**config.mk**
```make
export PLATFORM = sky130hd
export DESIGN_NAME = spi_rom_reader
export DESIGN_NICKNAME = d
export VERILOG_FILES = /design/src/rtl/spi_rom_reader.sv
export SDC_FILE = /design/constraint.sdc
export NUM_CORES = 1
export LEC_CHECK = 0
export ABC_AREA = 1
export CORE_AREA = 2 2 95 97
export DETAILED_ROUTE_END_ITERATION = 10
export DIE_AREA = 0 0 97 99
export PLACE_DENSITY = 0.75
export SYNTH_ARGS = -nofsm -noshare
export SYNTH_HDL_FRONTEND = slang
export SYNTH_SLANG_ARGS = --single-unit
```
**constraint.sdc**
```tcl
create_clock -name clk -period 1.5 [get_ports clk]
set_input_delay 0.375 -clock clk [delete_from_list [all_inputs] [get_ports clk]]
set_output_delay 0.375 -clock clk [all_outputs]
set_load 0.05 [all_outputs]
```
**src/rtl/spi_rom_reader.sv**
```systemverilog
// SPI serial-ROM read sequencer: streams a read command into the SPI TX FIFO and returns the data bytes.
// Optional SPI_ROM_FAST_READ_EN selects fast-read opcode 0x0B with one dummy byte.
module spi_rom_reader (
    input  logic        clk,
    input  logic        rst,
    input  logic        req_valid,
    output logic        req_ready,
    input  logic [23:0] req_addr,
    input  logic [6:0]  req_len,
    output logic [8:0]  tx_data,
    output logic        tx_wr,
    input  logic        tx_full,
    input  logic [7:0]  rx_data,
    output logic        rx_rd,
    input  logic        rx_empty,
    output logic [7:0]  dout,
    output logic        dout_valid,
    input  logic        dout_ready,
    output logic        busy,
    output logic        err
);

`ifdef SPI_ROM_FAST_READ_EN
    localparam logic [6:0] HLEN   = 7'd5;
    localparam logic [7:0] OPCODE = 8'h0B;
`else
    localparam logic [6:0] HLEN   = 7'd4;
    localparam logic [7:0] OPCODE = 8'h03;
`endif
    localparam logic [6:0] MAX_LEN = 7'd127 - HLEN;

    typedef enum logic [3:0] {
        S_IDLE,
        S_HDR,
        S_CMD,
        S_ADDR2,
        S_ADDR1,
        S_ADDR0,
        S_DUMMY,
        S_FILL,
        S_DRAIN
    } state_t;

    state_t      state;
    logic [23:0] addr_q;
    logic [6:0]  fill_cnt;
    logic [6:0]  out_cnt;
    logic [6:0]  pop_cnt;
    logic [6:0]  disc_cnt;
    logic        pend;

    logic       tx_acc;
    logic       out_acc;
    logic       last_out;
    logic       len_bad;
    logic [6:0] total;

    assign tx_acc   = tx_wr & ~tx_full;
    assign out_acc  = dout_valid & dout_ready;
    assign last_out = out_acc & (out_cnt == 7'd1);
    assign len_bad  = (req_len == 7'd0) | (req_len > MAX_LEN);
    assign total    = HLEN + req_len;

    // Only one pop in flight, and only when its byte has somewhere to land.
    assign rx_rd = ~rst & (pop_cnt != 7'd0) & ~pend & ~rx_empty
                 & (~dout_valid | dout_ready);

    always_ff @(posedge clk) begin
        if (rst) begin
            state      <= S_IDLE;
            addr_q     <= 24'h0;
            fill_cnt   <= 7'd0;
            out_cnt    <= 7'd0;
            pop_cnt    <= 7'd0;
            disc_cnt   <= 7'd0;
            pend       <= 1'b0;
            tx_data    <= 9'h0;
            tx_wr      <= 1'b0;
            dout       <= 8'h00;
            dout_valid <= 1'b0;
            busy       <= 1'b0;
            err        <= 1'b0;
            req_ready  <= 1'b1;
        end else begin
            err  <= 1'b0;
            pend <= rx_rd;
            if (rx_rd)
                pop_cnt <= pop_cnt - 7'd1;
            if (out_acc) begin
                dout_valid <= 1'b0;
                out_cnt    <= out_cnt - 7'd1;
            end
            // Returned byte: drop the command echo, else load dout.
            if (pend) begin
                if (disc_cnt != 7'd0) begin
                    disc_cnt <= disc_cnt - 7'd1;
                end else begin
                    dout       <= rx_data;
                    dout_valid <= 1'b1;
                end
            end

            unique case (state)
                S_IDLE: begin
                    if (req_valid && req_ready) begin
                        if (len_bad) begin
                            err <= 1'b1;
                        end else begin
                            addr_q    <= req_addr;
                            fill_cnt  <= req_len;
                            out_cnt   <= req_len;
                            pop_cnt   <= total;
                            disc_cnt  <= HLEN;
                            tx_data   <= {1'b1, 1'b0, total};
                            tx_wr     <= 1'b1;
                            busy      <= 1'b1;
                            req_ready <= 1'b0;
                            state     <= S_HDR;
                        end
                    end
                end
                S_HDR: begin
                    if (tx_acc) begin
                        tx_data <= {1'b0, OPCODE};
                        state   <= S_CMD;
                    end
                end
                S_CMD: begin
                    if (tx_acc) begin
                        tx_data <= {1'b0, addr_q[23:16]};
                        state   <= S_ADDR2;
                    end
                end
                S_ADDR2: begin
                    if (tx_acc) begin
                        tx_data <= {1'b0, addr_q[15:8]};
                        state   <= S_ADDR1;
                    end
                end
                S_ADDR1: begin
                    if (tx_acc) begin
                        tx_data <= {1'b0, addr_q[7:0]};
                        state   <= S_ADDR0;
                    end
                end
                S_ADDR0: begin
                    if (tx_acc) begin
                        tx_data <= 9'h0FF;
`ifdef SPI_ROM_FAST_READ_EN
                        state   <= S_DUMMY;
`else
                        state   <= S_FILL;
`endif
                    end
                end
                S_DUMMY: begin
                    if (tx_acc) begin
                        tx_data <= 9'h0FF;
                        state   <= S_FILL;
                    end
                end
                S_FILL: begin
                    if (tx_acc) begin
                        fill_cnt <= fill_cnt - 7'd1;
                        if (fill_cnt == 7'd1) begin
                            tx_wr <= 1'b0;
                            state <= S_DRAIN;
                        end
                    end
                end
                S_DRAIN: begin
                    if ((out_cnt == 7'd0) || last_out) begin
                        busy      <= 1'b0;
                        req_ready <= 1'b1;
                        state     <= S_IDLE;
                    end
                end
                default: state <= S_IDLE;
            endcase
        end
    end

endmodule

```
# Word level (Yosys, flattened, before mapping)
# Index checks and enable logic that the tools add are counted.
dict set report totals {
  n_memories 0
  rom_bits 0
  ff_bits 79
  out_inout_bits 23
  input_bits 45
  ramBits 0
  latchBits 0
}
dict set report op_classes {
  mul 0
  n_eq_ne 20
  n_addsub 5
  shift 0
  order_cmp 1
  div_mod_pow 0
  bitwise_logic 18
  n_reduce_logical 19
  muxes 51
}
# op count
set ops {}
lappend ops {{7-bit two-way mux} 16}
lappend ops {{9-bit two-way mux} 7}
lappend ops {{9-bit case mux with 6 select lines} 1}
lappend ops {{4-bit two-way mux} 10}
lappend ops {{4-bit case mux with 8 select lines} 1}
lappend ops {{7-bit by 1-bit subtractor with 7-bit output (second input constant)} 4}
lappend ops {{2-bit inequality test (second input constant)} 9}
lappend ops {{4-bit by 3-bit == test with 1-bit output (second input constant)} 4}
lappend ops {{7-bit by 1-bit == test with 1-bit output (second input constant)} 2}
lappend ops {{7-bit zero test} 2}
lappend ops {{7-bit case mux with 2 select lines} 1}
lappend ops {{7-bit nonzero test} 2}
lappend ops {{1-bit two-way mux} 12}
lappend ops {{10-bit AND reduction} 1}
lappend ops {{1-bit inverter} 9}
lappend ops {{4-bit by 2-bit == test with 1-bit output (second input constant)} 2}
lappend ops {{4-bit AND reduction} 2}
lappend ops {{8-bit AND reduction} 1}
lappend ops {{3-bit by 7-bit adder with 7-bit output (first input constant)} 1}
lappend ops {{1-bit bitwise AND} 7}
lappend ops {{7-bit greater-than comparator (second input constant)} 1}
lappend ops {{1-bit case mux with 2 select lines} 3}
lappend ops {{6-bit nonzero test} 1}
lappend ops {{5-bit AND reduction} 1}
lappend ops {{other kinds (12)} 14}

# Longest topological paths before layout
# Gate-level depths: netlist (run 1).
dict set report logic_depth {
  ltp_word 9
  depth_mapped 12
}

# Worst setup path before layout (run 1)
# OpenSTA, ideal clock, no wires.
dict set report synth_timing {
  path_type {reg2reg}
  startpoint {reg tx_wr}
  endpoint {reg state[0]}
  t_required_ns 1.387
  setup_time_ns 0.113
  path_stages_with_launch 10
  path_slack_ns -0.210
  synth_period_minus_slack_ns 1.710
  t_arrival_ns 1.597
  path_cell_list {dfxtp_1 -> nand2_1 -> nor2_1 -> nand2_1 -> nand2_1 -> nand3_1 -> nor2_1 -> nand2_1 -> nor2_1 -> nor2_1}
}
dict set report synth_between {
  elab_chain_len 3
}
# element line_no
set synth_rtl {}
lappend synth_rtl {{start, declared} 11} ;# output logic tx_wr,
lappend synth_rtl {{start signal, assigned} 78} ;# tx_wr <= 1'b0;
lappend synth_rtl {{start signal, assigned} 115} ;# tx_wr <= 1'b1;
lappend synth_rtl {{start signal, assigned} 166} ;# tx_wr <= 1'b0;
lappend synth_rtl {{1-bit bitwise AND *} 58} ;# assign tx_acc = tx_wr & ~tx_full;
lappend synth_rtl {{2-bit inequality test (no line) / 2-bit by 1-bit inequality test with 1-bit output (equally long branches)} n/a}
lappend synth_rtl {{10-bit AND reduction (no line) *} n/a}
lappend synth_rtl {{end signal, assigned} 70} ;# state <= S_IDLE;
lappend synth_rtl {{end signal, assigned} 118} ;# state <= S_HDR;
lappend synth_rtl {{end signal, assigned} 125} ;# state <= S_CMD;
lappend synth_rtl {{end, declared} 44} ;# state_t state;
# Mark *: on every way between the ends. The rest lies on a longest branch, timed or not.
# A chain may end at the register's enable or synchronous reset.

# Final worst setup path (run 1)
dict set report layout_timing {
  startpoint {reg pop_cnt[3]}
  endpoint {out rx_rd}
}
dict set report layout_between {
  elab_chain_len 5
}
# element line_no
set layout_rtl {}
lappend layout_rtl {{start, declared} 48} ;# logic [6:0] pop_cnt;
lappend layout_rtl {{start signal, assigned} 88} ;# pop_cnt <= pop_cnt - 7'd1;
lappend layout_rtl {{start signal, assigned} 112} ;# pop_cnt <= total;
lappend layout_rtl {{7-bit nonzero test} 65} ;# assign rx_rd = ~rst & (pop_cnt != 7'd0) & ~pend & ~rx_empty
lappend layout_rtl {{1-bit bitwise AND (3 in series)} 65}
lappend layout_rtl {{1-bit bitwise AND} 66} ;# & (~dout_valid | dout_ready);
lappend layout_rtl {{end, declared} 14} ;# output logic rx_rd,
# Every way passes these cells.

==> results of run 1 <==
==> worst max-delay path, stage by stage, from the launching register on <==
cell	delay, ns
sky130_fd_sc_hd__dfxtp_4	0.37
sky130_fd_sc_hd__nor2_4	0.11
sky130_fd_sc_hd__and2_4	0.16
sky130_fd_sc_hd__nand3_2	0.08
sky130_fd_sc_hd__nand2_2	0.11
sky130_fd_sc_hd__inv_4	0.05
sky130_fd_sc_hd__buf_12	0.14
==> cells in the mapped netlist (all sizes together), types with 2 or more instances <==
master,number,share of area (%)
buf,9,1.5
nand4,5,0.77
xnor2,5,1.1
inv,83,7.7
dfxtp,79,39
o211ai,3,0.56
o21ai,57,7.1
nand3b,2,0.37
nor2,90,8.7
a21oi,14,2.0
nor3,8,0.99
nor4,3,0.46
nand3,40,5.7
nand2,148,15
clkbuf,3,0.28
o22ai,10,1.5
ha,11,3.4
xor2,11,2.4
or2,3,0.46
==> flip-flops by register name, indices dropped and copies added (netlist names), 4 cells and up <==
name / cells
fill_cnt: 7
tx_data: 9
pop_cnt: 7
dout: 8
out_cnt: 7
disc_cnt: 7
addr_q: 24
state: 4
==> layer usage <==
metal,vias up,track usage (%)
li1,2195,-
met1,2251,30.8
met3,42,3.55
met4,0,8.13
met2,217,42.1
met5,-,0
==> logic make-up after synthesis <==
| group | Yosys count | share of synthesized area [%] |
|---|---|---|
| buf+inv | 96 | 9.63 |
| compound gates | 88 | 12.0 |
| flops | 79 | 39.1 |
| simple gates | 301 | 32.4 |
| xor+xnor | 16 | 3.47 |
| fa+ha+maj | 11 | 3.41 |
==> layout by cell type (no fill, tap or decap), drive strengths merged, types with 5 or more instances in the layout <==
cell | Yosys | final
nand2 | 148 | 149
buf | 9 | 108
nor2 | 90 | 90
inv | 83 | 82
dfxtp | 79 | 79
o21ai | 57 | 57
nand3 | 40 | 40
clkdlybuf4s50 | 0 | 34
clkbuf | 3 | 17
a21oi | 14 | 14
xor2 | 11 | 11
ha | 11 | 11
o22ai | 10 | 10
nor3 | 8 | 8
clkinv | 1 | 6
nand4 | 5 | 5
xnor2 | 5 | 5
==> stage by stage <==
stage | utilization [%] | power (mW)
2_1_floorplan | - | 6.51
3_3_place_gp | 63.8 | 8.44
3_5_place_dp | 63.8 | 8.57
4_1_cts | 68.6 | 10.9
5_1_grt | 79.1 | 13.5
6_report | 79.1 | 12.8
==> how the worst max path moves through the flow <==
stage | from | to
after floorplan | req_len[2] | out_cnt[4]$_SDFF_PP0_
after global placement | req_len[2] | tx_data[4]$_SDFFE_PP0P_
after detailed placement | req_len[2] | addr_q[20]$_SDFFE_PP0P_
after CTS | pop_cnt[2]$_SDFF_PP0_ | rx_rd
after global routing | pend$_SDFF_PP0_ | rx_rd
final | pop_cnt[3]$_SDFF_PP0_ | rx_rd
==> where the power goes <==
group | total [mW] | internal, mW | switching [mW]
Sequential | 3.30 | 2.74 | 0.562
Combinational | 7.61 | 3.31 | 4.30
Clock | 1.87 | 1.03 | 0.839
Total | 12.8 | 7.08 | 5.70
==> layout make-up <==
cell class	instances	area, µm²
Sequential cell	79	1620
Clock buffer	11	151
Clock inverter	4	77.6
Tap cell	108	135
Fill cell	524	1790
Timing Repair Buffer	152	1670
Timing Repair inverter	3	48.8
Inverter	84	355
Multi-Input combinational cell	417	2700
==> repair_timing <==
item,in CTS,in global routing
resized for setup,54,222
gates cloned,1,6
setup buffers,10,17
pin swaps,14,57
setup endpoints to repair,76,75
==> results_dict.tcl, run 1 <==
set metrics [dict create \
    number_of_global_route_vias_before_repair 4133 \
    grt_pass1_wl_um 19100 \
    areaGrowthSynthToFinish_pct 67.3 \
    diodes 0 \
    leakage_power_nw 2.98 \
    unique_cell_type_count_in_the_yosys_netlist 36 \
    final_cells 858 \
    r2r_start "state[3]$_SDFFE_PP0P_" \
    syn-instance-count 591 \
    cts.reportedPaths.clkPinSlew_ns 0.08 \
    dpl_worst_slack_ns -0.649 \
    powerDensity_nw_per_um2 1890 \
    detail_route.wirelength.met1_um 5750 \
    cts-root-to-sink-buffers 2 \
    numCtsBuffers 9 \
    finalCriticalPeriod_ns 1.74 \
    detail_route.vias_per_cell 5.48 \
    cp.required_ns 1.12 \
    tightestPinTransition_ns 0.402 \
    portBuffers 67 \
    final_count_of_hold_timing_violations 0 \
    setup.worst_path.class "reg -> out" \
    per_instance_average_area_after_synthesis_um2 6.84 \
    numPlacedInstances 810 \
    final_design_area_no_fill_um2 6760 \
    failed_checks "setup timing" \
    final_layout_size_suffix_gt1_share_pct 39.7 \
    regToRegSetupSlack_ns -0.17 \
    fp-row-count 34 \
    irDropWorstVdd_mv 1.50 \
    slew_viol_final 0 \
    edff_count_synth 0 \
    critical_path_arrival_ns 1.37 \
    fp.coreArea_um2 8550 \
    holdPathStages 3 \
    synth.yosys.seq_area_share_pct 39.1 \
    hpwlAfterDp_um 8060 \
    synth_area_um2 4040 \
    holdPathEnd "pop_cnt[2]$_SDFF_PP0_" \
    hold_start "req_len[2]" \
    place.gp.congestion 0.893 \
    clock_skew_ns 0.0106 \
    critPathLaunchType "flip-flop" \
    drc 0 \
    route.met3.wl_um 983 \
    achievable-frequency_mhz 574 \
    met2_length_um 7100 \
    global_route_usage_sum_pct 24.2 \
    async_flop_share_pct 0 \
    drv_cap 0 \
    floorplan.initialDensity_pct 47.3 \
    cts.sinks 79 \
    timing.max_slew.rel_slack_pct 72.9 \
    worst_r2r_path_depth 8 \
    cts_hold_repair.buffers 0 \
    tns_ns -2.95 \
    fin_crit_sh_pct 116 \
    wirelength_um 14200 \
    top_layer_used "met4" \
    ioPinCount 68 \
    die-area_um2 9600 \
    via_count 4705 \
    drt_first_pass_iters 5 \
    final_worst_setup_slack_ns -0.242 \
    drc_marker_count_from_the_first_detailed_route_iteration 344 \
    status "finished, violations left" \
    crit_path_end_kind "output port" \
    latest_clock_arrival_within_the_worst_skew_pair_ns 0.36 \
    antenna_found_initial 0 \
    min_path_type "in -> reg" \
    synth.yosys.warnings 0 \
    die_h_um 99 \
    endpoints_failing_setup 39 \
    wire_per_inst_um 16.6 \
    cts_tree "done" \
    cts_root_buffer "sky130_fd_sc_hd__clkbuf_8" \
    ant_nets 0 \
    overflow_after_grt 0 \
    r2r-end "fill_cnt[6]$_SDFFE_PP0P_" \
    chipWidth_um 97 \
    unrepaired_setup_endpoints_after_global_routing "yes" \
    num-nets-final 802 \
    hold_slack_ns 0.388 \
    mappedNetlistNets 647 \
    pin_count_of_the_biggest_net_entering_global_routing 25 \
    cts-htree-levels 3 \
    synthFlopType "sky130_fd_sc_hd__dfxtp_1" \
    synth_seq_cells 79 \
    postPlaceCellArea_um2 5460 \
    critPathMaxFanout 3 \
]
Power figures use the tool's default switching activity.
==> inputs of run 2 (changes only) <==
--- a/config.mk
+++ b/config.mk
@@ -9,6 +9,7 @@
 export CORE_AREA = 2 2 95 97
 export DETAILED_ROUTE_END_ITERATION = 10
 export DIE_AREA = 0 0 97 99
+export MAX_ROUTING_LAYER = met4
 export PLACE_DENSITY = 0.75
 export SYNTH_ARGS = -nofsm -noshare
 export SYNTH_HDL_FRONTEND = slang
==> run 2 against run 1 <==
The run still ends with setup timing left. First-iteration DRC count decreased by 23%. Combinational power decreased by 8.8%. Clock-buffer cell count decreased by 1. Clock power decreased by 5%. Utilization decreased by 5.8 points. Power decreased by 6.0%. Final area decreased by 7.3%. Cell count decreased by 1.5%. Flip-flop and latch count unchanged. Setup slack improved by 0.063 ns. Maximum frequency increased by 3.8%. Clock skew decreased by 0.0032 ns. Largest power group unchanged.
==> results_dict.tcl, run 2 (same netlist as run 1, synthesis figures left out) <==
set metrics [dict create \
    diodes 0 \
    status "finished, violations left" \
    drv_cap 0 \
    drc 0 \
    numPlacedInstances 807 \
    global_route_usage_sum_pct 25.7 \
    critical_path_arrival_ns 1.30 \
    final_common_cell "sky130_fd_sc_hd__nand2_1" \
    chipWidth_um 97 \
    critPathMaxStageDelay_ns 0.34 \
    ioPinCount 68 \
    p_clk_share_pct 14.8 \
    cts_root_buffer "sky130_fd_sc_hd__clkbuf_8" \
    cts.sinks 79 \
    drc_marker_count_from_the_first_detailed_route_iteration 264 \
    cts-htree-levels 3 \
    pin_count_of_the_biggest_net_entering_global_routing 25 \
    overflow_after_grt 0 \
    num-nets-final 789 \
    irDropWorstVdd_mv 1.18 \
    place.gp.congestion 0.893 \
    die-area_um2 9600 \
    crit_path_buffers_inverters 2 \
    via_count 4436 \
    largest_register_ffs 24 \
    final_layout_size_suffix_gt1_share_pct 31.3 \
    final_design_area_no_fill_um2 6270 \
    timing.max_slew.rel_slack_pct 73.4 \
    ant_nets 0 \
    cts_tree "done" \
    critical-path-top-delay-family "simple AND/OR/NAND/NOR gates" \
    cts.reportedPaths.clkPinSlew_ns 0.08 \
    cts-root-to-sink-buffers 2 \
    detail_route.vias_per_cell 5.25 \
    wire_per_inst_um 15.0 \
    critical_path.slowest_cell "sky130_fd_sc_hd__dfxtp_2" \
    latest_clock_arrival_within_the_worst_skew_pair_ns 0.35 \
    antenna_found_initial 0 \
    final_worst_setup_slack_ns -0.179 \
    fp-row-count 34 \
    leakage_power_nw 2.78 \
    portBuffers 67 \
    die_h_um 99 \
    switching_share_pct 43.6 \
    cp_cell_sequence "nor2_2 -> and2_4 -> nand3_2 -> nand2_2 -> inv_4 -> buf_12" \
    power.share.combinational_pct 57.8 \
    postPlaceCellArea_um2 5440 \
    slew_viol_final 0 \
    drt_first_pass_iters 6 \
    p_seq_share_pct 27.4 \
    cp.required_ns 1.12 \
    most-common-layout-cells "125 x sky130_fd_sc_hd__nand2_1, 70 x sky130_fd_sc_hd__nor2_1, 63 x sky130_fd_sc_hd__inv_1" \
    critPathLaunchType "flip-flop" \
    finalCriticalPeriod_ns 1.68 \
    numCtsBuffers 9 \
    unrepaired_setup_endpoints_after_global_routing "yes" \
    tightestPinTransition_ns 0.395 \
    failed_checks "setup timing" \
    top_register "addr_q" \
    achievable-frequency_mhz 596 \
    sw_pwr_mw 5.23 \
    cellInternalPower_mw 6.78 \
    setup.worst_path.class "reg -> out" \
    min_path_type "in -> reg" \
    critPathMaxFanout 2 \
    grt_pass1_wl_um 19500 \
    final_cells 845 \
    regToRegSetupSlack_ns -0.05 \
    fp.coreArea_um2 8550 \
    hpwlAfterDp_um 8320 \
    clock_skew_ns 0.00738 \
    crit_path_end_kind "output port" \
    endpoints_failing_setup 10 \
    powerDensity_nw_per_um2 1920 \
    reg_top3 "addr_q x24, tx_data x9, dout x8" \
    final_count_of_hold_timing_violations 0 \
    wirelength_um 12600 \
    number_of_global_route_vias_before_repair 4259 \
    floorplan.initialDensity_pct 47.3 \
    areaGrowthSynthToFinish_pct 55.1 \
    fin_crit_sh_pct 112 \
]
## run 2: cell types whose count changed in the layout (fill, tap and decap cells not counted), moves of 4 or more
| cell | before | now |
|---|---|---|
| sky130_fd_sc_hd__o22ai_2 | 8 | 1 |
| sky130_fd_sc_hd__clkinv_8 | 4 | 0 |
| sky130_fd_sc_hd__nand2_4 | 10 | 6 |
| sky130_fd_sc_hd__nand2_8 | 5 | 1 |
| sky130_fd_sc_hd__o22ai_1 | 2 | 9 |
| sky130_fd_sc_hd__buf_6 | 18 | 10 |
| sky130_fd_sc_hd__o21ai_2 | 8 | 3 |
| sky130_fd_sc_hd__o21ai_1 | 18 | 11 |
| sky130_fd_sc_hd__nand2_2 | 36 | 17 |
| sky130_fd_sc_hd__o21ai_0 | 30 | 43 |
| sky130_fd_sc_hd__nand2_1 | 98 | 125 |
## run 2: worst paths after layout
kind | cells after the start | startpoint | endpoint
max | 6 | pop_cnt[5]$_SDFF_PP0_ | rx_rd
min | 3 | req_len[2] | pop_cnt[2]$_SDFF_PP0_
max reg2reg | 9 | state[2]$_SDFFE_PP0P_ | tx_data[7]$_SDFFE_PP0P_
min reg2reg | 2 | addr_q[22]$_SDFFE_PP0P_ | addr_q[22]$_SDFFE_PP0P_
## run 2: per-stage QoR
| step | total power, mW | setup TNS, ns | setup WS [ns] | util [%] | hold WS [ns] |
|---|---|---|---|---|---|
| 2_1_floorplan | 6.51 | 0 | 0.00544 | - | 0.414 |
| 3_3_place_gp | 8.43 | -37.67 | -0.610 | 63.6 | 0.437 |
| 3_5_place_dp | 8.61 | -41.53 | -0.701 | 63.6 | 0.439 |
| 4_1_cts | 10.9 | -0.185 | -0.172 | 68.9 | 0.452 |
| 5_1_grt | 12.7 | -1.54 | -0.252 | 73.3 | 0.387 |
| 6_report | 12.0 | -0.356 | -0.179 | 73.3 | 0.374 |
## run 2: power by group through the flow
stage | clock [mW] | sequential, mW | combinational, mW
finish | 1.78 | 3.29 | 6.94
floorplan | 0 | 3.65 | 2.87
global route | 1.89 | 3.35 | 7.50
global placement | 0 | 3.18 | 5.25
detailed placement | 0 | 3.19 | 5.42
CTS | 1.79 | 3.18 | 5.91
## run 2: area by class of cell
| type | count | area, µm² |
|---|---|---|
| Multi-Input combinational cell | 417 | 2430 |
| Timing Repair Buffer | 142 | 1530 |
| Sequential cell | 79 | 1620 |
| Fill cell | 637 | 2280 |
| Tap cell | 108 | 135 |
| Clock inverter | 5 | 82.6 |
| Clock buffer | 10 | 138 |
| Inverter | 84 | 335 |
## run 2: tightest hold or removal path, stage by stage
cell and delay [ns]:
sky130_fd_sc_hd__clkbuf_2 0.10, sky130_fd_sc_hd__buf_4 0.14, sky130_fd_sc_hd__o21ai_1 0.07
## run 2: routing by layer
| metal | up-vias | wire, µm | GRT usage (%) |
|---|---|---|---|
| li1 | 2164 | - | - |
| met1 | 2078 | 5190 | 30.7 |
| met2 | 166 | 6460 | 44.0 |
| met3 | 28 | 704 | 4.89 |
| met4 | 0 | 274 | 8.34 |
| met5 | - | 0 | - |
## run 2: repair_timing
item,4_1_cts,5_1_grt
cloned,1,1
buffers inserted,10,12
endpoints found under the setup margin,77,70
hold buffers,0,0
resized for setup,62,100
pin swaps,9,38
endpoints found under the hold margin,0,0
==> inputs of run 3 (changes only) <==
--- a/config.mk
+++ b/config.mk
@@ -5,10 +5,11 @@
 export SDC_FILE = /design/constraint.sdc
 export NUM_CORES = 1
 export LEC_CHECK = 0
-export ABC_AREA = 1
-export CORE_AREA = 2 2 95 97
+export ABC_AREA = 0
+export CORE_AREA = 2 2 93 95
+export CTS_CLUSTER_SIZE = 10
 export DETAILED_ROUTE_END_ITERATION = 10
-export DIE_AREA = 0 0 97 99
+export DIE_AREA = 0 0 95 97
 export MAX_ROUTING_LAYER = met4
 export PLACE_DENSITY = 0.75
 export SYNTH_ARGS = -nofsm -noshare
==> run 3 against run 2 <==
The flow still finishes with violations (setup timing). Highest routed layer unchanged. Critical path type is now reg -> reg. Setup slack got worse by 0.29 ns. Cell count down 12%. Final area grew 12%. Maximum frequency fell by 15%.
==> results_dict.tcl, run 3 <==
set metrics [dict create \
    crit_path_end_kind "flip-flop" \
    r2r-end "addr_q[15]$_SDFFE_PP0P_" \
    cts-htree-levels 3 \
    final_layout_size_suffix_gt1_share_pct 48.3 \
    cts-root-to-sink-buffers 2 \
    crit_path_buffers_inverters 3 \
    place.gp.congestion 0.925 \
    regToRegSetupSlack_ns -0.47 \
    cp.required_ns 1.77 \
    grt_pass1_wl_um 24500 \
    achievable-frequency_mhz 508 \
    drc_marker_count_from_the_first_detailed_route_iteration 434 \
    drt_first_pass_iters 6 \
    die_h_um 97 \
    cp_cell_sequence "or3_4 -> a211oi_4 -> buf_4 -> a21oi_4 -> buf_12 -> buf_16 -> a22o_1" \
    wire_per_inst_um 24.6 \
    mappedNetlistNets 496 \
    overflow_after_grt 0 \
    drc 0 \
    hold_slack_ns 0.256 \
    detail_route.vias_per_cell 6.37 \
    die-area_um2 9220 \
    unrepaired_setup_endpoints_after_global_routing "yes" \
    synth_area_um2 3850 \
    chipWidth_um 95 \
    setup.worst_path.class "reg -> reg" \
    wirelength_um 18300 \
    critical_path_arrival_ns 2.23 \
    final_count_of_hold_timing_violations 0 \
    synth_seq_cells 79 \
    hpwlAfterDp_um 8280 \
    global_route_usage_sum_pct 35.4 \
    holdPathEnd "out_cnt[3]$_SDFF_PP0_" \
    per_instance_average_area_after_synthesis_um2 8.75 \
    ant_nets 0 \
    tightestPinTransition_ns 0.527 \
    cts_root_buffer "sky130_fd_sc_hd__clkbuf_8" \
    cts_tree "done" \
    num-nets-final 691 \
    cts.reportedPaths.clkPinSlew_ns 0.09 \
    status "finished, violations left" \
    antenna_found_initial 0 \
    critPathLaunchType "flip-flop" \
    hold_start "req_len[3]" \
    latest_clock_arrival_within_the_worst_skew_pair_ns 0.38 \
    yosysTopAreaCell "sky130_fd_sc_hd__dfxtp_1" \
    portBuffers 67 \
    synth.yosys.warnings 0 \
    synthFlopType "sky130_fd_sc_hd__dfxtp_1" \
    largest_register_ffs 24 \
    yosys-top-cells-area "sky130_fd_sc_hd__dfxtp_1 41%, sky130_fd_sc_hd__a22o_1 6.6%, sky130_fd_sc_hd__a21oi_1 4.4%" \
    diodes 0 \
    worstSetupPathDepth 7 \
    critical_path.slowest_cell "sky130_fd_sc_hd__or3_4" \
    areaGrowthSynthToFinish_pct 82.5 \
    cts_hold_repair.buffers 0 \
    reg_top3 "addr_q x24, tx_data x9, dout x8" \
    most-common-layout-cells "94 x sky130_fd_sc_hd__buf_4, 67 x sky130_fd_sc_hd__dfxtp_1, 38 x sky130_fd_sc_hd__buf_6" \
    drv_cap 0 \
    powerDensity_nw_per_um2 1210 \
    irDropWorstVdd_mv 0.947 \
    critPathMaxFanout 8 \
    fin_crit_sh_pct 131 \
    holdPathStages 2 \
    cts.sinks 79 \
    via_count 4745 \
    ys_top_cells_by_count "79 x sky130_fd_sc_hd__dfxtp_1, 41 x sky130_fd_sc_hd__nor2_1, 34 x sky130_fd_sc_hd__a21oi_1" \
    critPathMaxStageDelay_ns 0.43 \
    ioPinCount 68 \
    endpoints_failing_setup 69 \
    floorplan.initialDensity_pct 47.3 \
    worst_r2r_path_depth 7 \
    number_of_global_route_vias_before_repair 4691 \
    r2r_start "state[0]$_SDFFE_PP0P_" \
    final_common_cell "sky130_fd_sc_hd__buf_4" \
    finalCriticalPeriod_ns 1.97 \
    top_register "addr_q" \
    numCtsBuffers 9 \
    slew_viol_final 0 \
    leakage_power_nw 2.87 \
    critical-path-top-delay-family "compound AO/OA/AOI/OAI gates" \
    failed_checks "setup timing" \
    fp.coreArea_um2 8130 \
    timing.max_slew.rel_slack_pct 64.4 \
    final_cells 745 \
    fp-row-count 33 \
    synth.yosys.seq_area_share_pct 41.1 \
    async_flop_share_pct 0 \
    yosys.cell_count.top_type "sky130_fd_sc_hd__dfxtp_1" \
    final_worst_setup_slack_ns -0.469 \
    clock_skew_ns 0.0113 \
    edff_count_synth 0 \
    syn-instance-count 440 \
    unique_cell_type_count_in_the_yosys_netlist 58 \
    synth_largest_type_area_fraction_pct 41.1 \
    num-fill-cells 342 \
    min_path_type "in -> reg" \
    numPlacedInstances 665 \
    pin_count_of_the_biggest_net_entering_global_routing 18 \
]
## run 3: final cells by class
| cell class | count | area (µm²) | share of cell area, % |
|---|---|---|---|
| Multi-Input combinational cell | 314 | 2720 | 38.7 |
| Sequential cell | 79 | 1610 | 22.9 |
| Timing Repair Buffer | 212 | 2320 | 33.0 |
| Clock buffer | 9 | 124 | 1.76 |
| Tap cell | 105 | 131 | 1.87 |
| Inverter | 19 | 77.6 | 1.10 |
| Clock inverter | 7 | 48.8 | 0.695 |
## run 3: how the worst max path moves through the flow
stage                                startpoint                 endpoint  slack (ns)
final                     state[0]$_SDFFE_PP0P_  addr_q[15]$_SDFFE_PP0P_       -0.47
after global routing      state[0]$_SDFFE_PP0P_  addr_q[15]$_SDFFE_PP0P_       -0.48
after CTS                 pop_cnt[5]$_SDFF_PP0_                    rx_rd       -0.31
after detailed placement             req_len[2]   addr_q[3]$_SDFFE_PP0P_        -1.0
after global placement               req_len[2]  addr_q[15]$_SDFFE_PP0P_       -0.95
after floorplan           state[1]$_SDFFE_PP0P_   addr_q[0]$_SDFFE_PP0P_       -0.29
## run 3: cell families after synthesis
kind of cell | count (synthesis) | synth area share [%]
xor+xnor | 20 | 4.55
mux | 10 | 2.60
buf+inv | 48 | 5.14
simple gates | 140 | 19.0
compound gates | 132 | 24.1
fa+ha+maj | 11 | 3.58
flops | 79 | 41.1
## run 3: per-layer routing
metal	wire length (µm)	global-route usage, %	vias up
li1	-	-	1993
met1	6540	39.1	2229
met2	8740	58.3	362
met3	1470	7.71	161
met4	1550	19.6	0
met5	0	-	-
## run 3: power breakdown
| part | leakage (nW) | internal [mW] | switching, mW |
|---|---|---|---|
| combinational | 2.13 | 2.15 | 2.09 |
| sequential | 0.653 | 2.42 | 0.325 |
| clock | 0.0855 | 0.601 | 0.905 |
## run 3: worst reg2reg max path: stages (launching register included)
cell                       delay (ns)
sky130_fd_sc_hd__dfxtp_4         0.37
sky130_fd_sc_hd__or3_4           0.43
sky130_fd_sc_hd__a211oi_4        0.30
sky130_fd_sc_hd__buf_4           0.19
sky130_fd_sc_hd__a21oi_4         0.09
sky130_fd_sc_hd__buf_12          0.14
sky130_fd_sc_hd__buf_16          0.13
sky130_fd_sc_hd__a22o_1          0.22
## run 3: per-stage QoR
step	utilization [%]	worst slack [ns]	TNS, ns	instance area, µm²	power, mW
after detailed placement	67.8	-0.996	-60.77	5510	5.53
final	86.3	-0.469	-24.51	7020	8.50
after CTS	81.2	-0.311	-10.54	6610	7.70
after floorplan	-	-0.288	-12.38	4020	4.25
after global placement	67.8	-0.951	-57.43	5510	5.45
after global routing	86.3	-0.481	-25.77	7020	8.76
## run 3: what timing repair did
action / CTS / global route
pin swaps: 70 / 45
cloned: 8 / 0
gates resized for setup: 172 / 65
endpoints found under the setup margin: 69 / 74
setup buffers: 35 / 30
